`src/rtl/fft_reorder_buffer.sv`:
```
// Ping-pong reorder buffer: captures bit-reversed FFT frames and re-emits them
// in natural order. One bank fills while the other drains, so frames can stream back to back.
module fft_reorder_buffer #(
    parameter int LOG_N = 6,
    parameter int WIDTH = 16
) (
    input  logic             clock,
    input  logic             reset_n,
    input  logic             di_en,
    input  logic [WIDTH-1:0] di_re,
    input  logic [WIDTH-1:0] di_im,
    output logic             do_en,
    output logic [WIDTH-1:0] do_re,
    output logic [WIDTH-1:0] do_im
);

    localparam int N = 1 << LOG_N;

    typedef enum logic {
        ST_IDLE  = 1'b0,
        ST_DRAIN = 1'b1
    } state_t;

    function automatic logic [LOG_N-1:0] bitrev(input logic [LOG_N-1:0] a);
        logic [LOG_N-1:0] r;
        for (int i = 0; i < LOG_N; i++) begin
            r[i] = a[LOG_N-1-i];
        end
        return r;
    endfunction

    // Bank select is the top address bit.
    logic [2*WIDTH-1:0] r_mem [2*N];

    logic [LOG_N-1:0]   r_wr_cnt;
    logic               r_wr_bank;
    logic               r_req;
    logic               r_req_bank;

    state_t             r_state;
    state_t             w_state_nxt;
    logic [LOG_N-1:0]   r_rd_cnt;
    logic [LOG_N-1:0]   w_rd_cnt_nxt;
    logic               r_rd_bank;
    logic               w_rd_bank_nxt;
    logic               w_consume;
    logic               w_frame_done;
    logic               w_rd_last;
    logic [2*WIDTH-1:0] w_rd_data;

    assign w_frame_done = di_en && (r_wr_cnt == '1);
    assign w_rd_last    = (r_rd_cnt == '1);
    assign w_rd_data    = r_mem[{r_rd_bank, r_rd_cnt}];

    always_ff @(posedge clock) begin
        if (reset_n && di_en) begin
            r_mem[{r_wr_bank, bitrev(r_wr_cnt)}] <= {di_re, di_im};
        end
    end

    always_ff @(posedge clock) begin
        if (!reset_n) begin
            r_wr_cnt  <= '0;
            r_wr_bank <= 1'b0;
        end else if (di_en) begin
            r_wr_cnt <= r_wr_cnt + LOG_N'(1);
            if (w_frame_done) begin
                r_wr_bank <= ~r_wr_bank;
            end
        end
    end

    // A fill takes at least N cycles, so a new request never collides with consumption of the old one.
    always_ff @(posedge clock) begin
        if (!reset_n) begin
            r_req      <= 1'b0;
            r_req_bank <= 1'b0;
        end else if (w_frame_done) begin
            r_req      <= 1'b1;
            r_req_bank <= r_wr_bank;
        end else if (w_consume) begin
            r_req <= 1'b0;
        end
    end

    always_ff @(posedge clock) begin
        if (!reset_n) begin
            r_state   <= ST_IDLE;
            r_rd_cnt  <= '0;
            r_rd_bank <= 1'b0;
        end else begin
            r_state   <= w_state_nxt;
            r_rd_cnt  <= w_rd_cnt_nxt;
            r_rd_bank <= w_rd_bank_nxt;
        end
    end

    always_comb begin
        w_state_nxt   = r_state;
        w_rd_cnt_nxt  = r_rd_cnt;
        w_rd_bank_nxt = r_rd_bank;
        w_consume     = 1'b0;
        case (r_state)
            ST_IDLE: begin
                if (r_req) begin
                    w_state_nxt   = ST_DRAIN;
                    w_rd_cnt_nxt  = '0;
                    w_rd_bank_nxt = r_req_bank;
                    w_consume     = 1'b1;
                end
            end
            ST_DRAIN: begin
                w_rd_cnt_nxt = r_rd_cnt + LOG_N'(1);
                if (w_rd_last) begin
                    // Pending frame restarts the drain immediately so output has no bubble.
                    if (r_req) begin
                        w_rd_cnt_nxt  = '0;
                        w_rd_bank_nxt = r_req_bank;
                        w_consume     = 1'b1;
                    end else begin
                        w_state_nxt  = ST_IDLE;
                        w_rd_cnt_nxt = '0;
                    end
                end
            end
            default: begin
                w_state_nxt  = ST_IDLE;
                w_rd_cnt_nxt = '0;
            end
        endcase
    end

    always_ff @(posedge clock) begin
        if (!reset_n) begin
            do_en <= 1'b0;
            do_re <= '0;
            do_im <= '0;
        end else if (r_state == ST_DRAIN) begin
            do_en <= 1'b1;
            do_re <= w_rd_data[2*WIDTH-1:WIDTH];
            do_im <= w_rd_data[WIDTH-1:0];
        end else begin
            do_en <= 1'b0;
            do_re <= '0;
            do_im <= '0;
        end
    end

endmodule

```
`config.mk`:
```
export PLATFORM = sky130hd
export DESIGN_NAME = fft_reorder_buffer
export DESIGN_NICKNAME = d
export VERILOG_FILES = /design/src/rtl/fft_reorder_buffer.sv
export SDC_FILE = /design/constraint.sdc
export NUM_CORES = 2
export LEC_CHECK = 0
export BUFFER_PORTS_ARGS = -buffer_cell sky130_fd_sc_hd__buf_2
export CAP_MARGIN = 20
export CORE_ASPECT_RATIO = 1.4
export CORE_UTILIZATION = 57
export CTS_CLUSTER_DIAMETER = 30
export DETAILED_ROUTE_END_ITERATION = 10
export PLACE_DENSITY = 0.76
export SKIP_CTS_REPAIR_TIMING = 1
export SLEW_MARGIN = 20
export SYNTH_ARGS = -nofsm -noshare
export SYNTH_HDL_FRONTEND = slang
export SYNTH_SLANG_ARGS = --single-unit
```
`constraint.sdc`:
```
create_clock -name clock -period 3.9 [get_ports clock]
set_input_delay 0.195 -clock clock [delete_from_list [all_inputs] [get_ports clock]]
set_output_delay 0.195 -clock clock [all_outputs]
set_load 0.05 [all_outputs]
```
==> impl_metrics.py <==
metrics = {
    "critical_path": {
        "reg2reg_to": "do_re[5]",
        "timing_worst_setup_path_type": "reg -> reg",
        "cp_max_fo": 24,
        "worst_r2r_path_depth": 8,
        "required_ns": 4.66,
        "crit_end": "do_re[5]",
        "ff2ff_setup_slack_ns": 0.004,
        "timing.critical_path.to_type": "flip-flop",
        "setup.worst_path.start_class": "flip-flop",
        "worst_setup_path_startpoint": "r_rd_cnt[2]",
        "r2r-start": "r_rd_cnt[2]",
        "crit_arrival_ns": 4.66,
    },
    "clock_network": {
        "ctsLongestPathBuffers": 4,
        "insertion_delay_ns": 0.96,
        "cts.htree.levels": 5,
        "cts-root-buf": "sky130_fd_sc_hd__clkbuf_16",
        "tritoncts.num_buffers": 478,
        "tritoncts_num_sinks": 4146,
        "clkTransAtPathRegs_ns": 0.06,
        "tritoncts": "built",
    },
    "floorplanning": {
        "chipWidth_um": 446,
        "die_area_sq_mm": 0.279,
        "core_area_sq_mm": 0.275,
        "i_o_pins": 68,
        "floorplan.rows": 228,
        "die_y_um": 624,
        "start_util": 0.573,
    },
    "synthesis": {
        "asyncSetResetFlopFracSynth": 0,
        "synth.most_common_cell": "sky130_fd_sc_hd__edfxtp_1",
        "synth.yosys.warnings": 0,
        "post-synth-top-area-cell": "sky130_fd_sc_hd__edfxtp_1",
        "synth_top_area_share": 0.780,
        "synth-edff-count": 4096,
        "post_synth.cell_area_avg_sq_um": 22.1,
        "synth.net_count": 7186,
        "seq_area_frac_synth": 0.787,
        "synth.distinct_cells": 53,
        "synth_seq_cells": 4146,
        "synthesis.area_sq_mm": 0.158,
        "synth-main-ff-cell": "sky130_fd_sc_hd__edfxtp_1",
        "netlist_top_cells_count": "sky130_fd_sc_hd__edfxtp_1, sky130_fd_sc_hd__mux4_2, sky130_fd_sc_hd__mux2i_1",
        "area_contributors_post_synth": "sky130_fd_sc_hd__edfxtp_1, sky130_fd_sc_hd__mux4_2, sky130_fd_sc_hd__mux2i_1",
        "synthesis.instances": 7149,
    },
    "pwr": {
        "report.power.total_mw": 96.3,
        "leakagePower_nw": 55.9,
        "power_density_mw_per_mm2": 526,
        "worst_ir_drop_vdd_mv": 0.415,
    },
    "drt": {
        "drtPass1Iterations": 8,
        "wl_per_cell_um": 38.4,
        "route.final.wire_length_mm": 458,
        "drt_iter0_markers": 13100,
        "drt_drc_violations_left": 0,
        "num_vias": 84100,
        "route.detailed.vias_per_inst": 7.06,
        "postRouteAntennaNets": 0,
    },
    "global_routing": {
        "grt_first_pass_wirelength_mm": 635,
        "grt_start_max_net_pins": 129,
        "grt_antenna_before_repair": 25,
        "grt_usage": 0.327,
        "grt_pass1_vias": 84700,
        "grt_remaining_overflow": 0,
    },
    "timing": {
        "final.setup_skew_ns": 0.0662,
        "rsz0062_at_grt": "no",
        "slew_violations": 0,
        "timing.hold.ws_ns": -0.0175,
        "setup_viol_count_final": 0,
        "finalHoldViolations": 25,
        "slew_headroom": 0.170,
        "min_period_over_period": 0.999,
        "max_clock_freq_mhz": 257,
        "final.min_clock_period_ns": 3.90,
        "max_slew.worst_pin.slew_ns": 1.25,
    },
    "place": {
        "gpl.final_weighted_congestion": 0.903,
        "dp_cells": 11000,
        "place_hpwl_mm": 251,
        "port_buffers": 67,
    },
    "min_path": {
        "timing.hold.worst.class": "in -> reg",
    },
    "status": {
        "status": "finished, violations left",
        "violated_checks": "negative hold slack",
    },
    "final_layout": {
        "area_delta_synth_final_pct": 16.2,
        "layout.cells.non_filler": 11900,
        "drive_above_1_share": 0.300,
        "final_net_count": 7846,
    },
    "run": {
        "cap_viol_max_count": 0,
    },
}
## layout make-up
cell class	instances	area, sq um
Antenna cell	20	50.0
Clock buffer	525	12300
Clock inverter	367	4150
Fill cell	16100	92100
Inverter	3	13.8
Multi-Input combinational cell	2566	32400
Sequential cell	4146	124000
Tap cell	3680	4600
Timing Repair Buffer	614	5560
## cells by family (layout without fill, tap and decap cells)
| family | after synthesis | in the layout | synth area share |
|---|---|---|---|
| AO/OA/AOI/OAI | 878 | 878 | 0.0388 |
| XOR/XNOR | 5 | 5 | 0.000278 |
| adder cells (fa/ha/maj) | 2 | 2 | 0.000159 |
| buffers and inverters | 437 | 1509 | 0.0149 |
| flip-flops | 4146 | 4146 | 0.787 |
| multiplexers | 1232 | 1232 | 0.146 |
| other | 0 | 20 | 0 |
| AND/OR/NAND/NOR | 449 | 449 | 0.0132 |
## worst min-delay path by stage
stage / to / slack (ns) / cells after the start / from
5_1_grt: r_mem[39][1] / 0.006 / 1 / di_im[1]
6_report: r_mem[37][1] / -0.02 / 1 / di_im[1]
3_3_place_gp: r_rd_bank / 0.47 / 2 / r_req_bank
2_1_floorplan: r_mem[0][0] / 0.29 / 0 / di_im[0]
3_5_place_dp: r_rd_bank / 0.47 / 2 / r_req_bank
4_1_cts: r_mem[69][0] / -0.37 / 1 / di_im[0]
## routing by layer
| layer | vias to the layer above | global-route usage | share of wire |
|---|---|---|---|
| met4 | 16 | 0.233 | 0.087 |
| met2 | 7453 | 0.525 | 0.48 |
| met1 | 43400 | 0.396 | 0.31 |
| met3 | 1507 | 0.0700 | 0.12 |
| li1 | 31800 | - | - |
| met5 | - | 0 | 0.00022 |
## where the power goes
part / internal [mW] / switching, mW / total (mW)
logic: 0.155 / 1.02 / 1.17
registers: 49.0 / 0.0177 / 49.0
clock network: 27.2 / 18.9 / 46.1
## cell usage in the layout, fill, tap and decap left out, types with 11 or more instances in the layout
cell / n
sky130_fd_sc_hd__edfxtp_1: 4096
sky130_fd_sc_hd__mux4_2: 851
sky130_fd_sc_hd__clkbuf_16: 482
sky130_fd_sc_hd__buf_4: 470
sky130_fd_sc_hd__mux2i_1: 346
sky130_fd_sc_hd__a22oi_1: 225
sky130_fd_sc_hd__a21oi_1: 165
sky130_fd_sc_hd__a211oi_1: 140
sky130_fd_sc_hd__nor2_4: 127
sky130_fd_sc_hd__nand2_1: 125
sky130_fd_sc_hd__o221ai_1: 77
sky130_fd_sc_hd__buf_12: 76
sky130_fd_sc_hd__o21ai_0: 68
sky130_fd_sc_hd__clkinv_2: 65
sky130_fd_sc_hd__o22ai_1: 61
sky130_fd_sc_hd__a22o_1: 60
sky130_fd_sc_hd__bufinv_16: 60
sky130_fd_sc_hd__clkinvlp_4: 59
sky130_fd_sc_hd__inv_6: 50
sky130_fd_sc_hd__clkinv_4: 48
sky130_fd_sc_hd__clkinv_1: 47
sky130_fd_sc_hd__dfxtp_1: 43
sky130_fd_sc_hd__nor2_1: 38
sky130_fd_sc_hd__mux2_2: 35
sky130_fd_sc_hd__buf_2: 35
sky130_fd_sc_hd__clkbuf_1: 31
sky130_fd_sc_hd__nor3_1: 30
sky130_fd_sc_hd__dlygate4sd3_1: 30
sky130_fd_sc_hd__a31oi_1: 27
sky130_fd_sc_hd__inv_8: 23
sky130_fd_sc_hd__diode_2: 20
sky130_fd_sc_hd__nand2b_1: 19
sky130_fd_sc_hd__nor4_1: 16
sky130_fd_sc_hd__a211o_1: 15
sky130_fd_sc_hd__nor4b_1: 14
sky130_fd_sc_hd__nand3_1: 12
sky130_fd_sc_hd__clkbuf_8: 12
sky130_fd_sc_hd__and2_1: 11
## stage by stage
| step | area (sq um) | hold WS [ns] | util | TNS (ns) | setup WS, ns |
|---|---|---|---|---|---|
| 2_1_floorplan | 158000 | 0.294 | - | 0 | 0.116 |
| 3_3_place_gp | 166000 | 0.466 | 0.604 | -2.25 | -0.681 |
| 3_5_place_dp | 166000 | 0.467 | 0.604 | -0.204 | -0.171 |
| 4_1_cts | 183000 | -0.373 | 0.664 | -0.259 | -0.218 |
| 5_1_grt | 183000 | 0.00644 | 0.665 | 0 | 0.0607 |
| 6_report | 183000 | -0.0175 | 0.665 | 0 | 0.00399 |
## flip-flops by register name (all words and copies together) (netlist names)
| name | flops |
|---|---|
| do_en | 1 |
| r_rd_bank | 1 |
| r_wr_cnt | 6 |
| r_state | 1 |
| r_mem | 4096 |
| do_im | 16 |
| r_rd_cnt | 6 |
| r_req | 1 |
| do_re | 16 |
| r_req_bank | 1 |
| r_wr_bank | 1 |
## critical path: stages (launching register included)
cell and delay (ns):
sky130_fd_sc_hd__dfxtp_4 0.72, sky130_fd_sc_hd__buf_4 0.47, sky130_fd_sc_hd__mux4_2 0.37, sky130_fd_sc_hd__a22o_1 0.25, sky130_fd_sc_hd__a211oi_1 0.24, sky130_fd_sc_hd__buf_4 0.23
sky130_fd_sc_hd__a21oi_1 0.19, sky130_fd_sc_hd__a2111oi_2 1.13, sky130_fd_sc_hd__nor3_1 0.11
No activity file was read; power rests on OpenSTA's default activity.
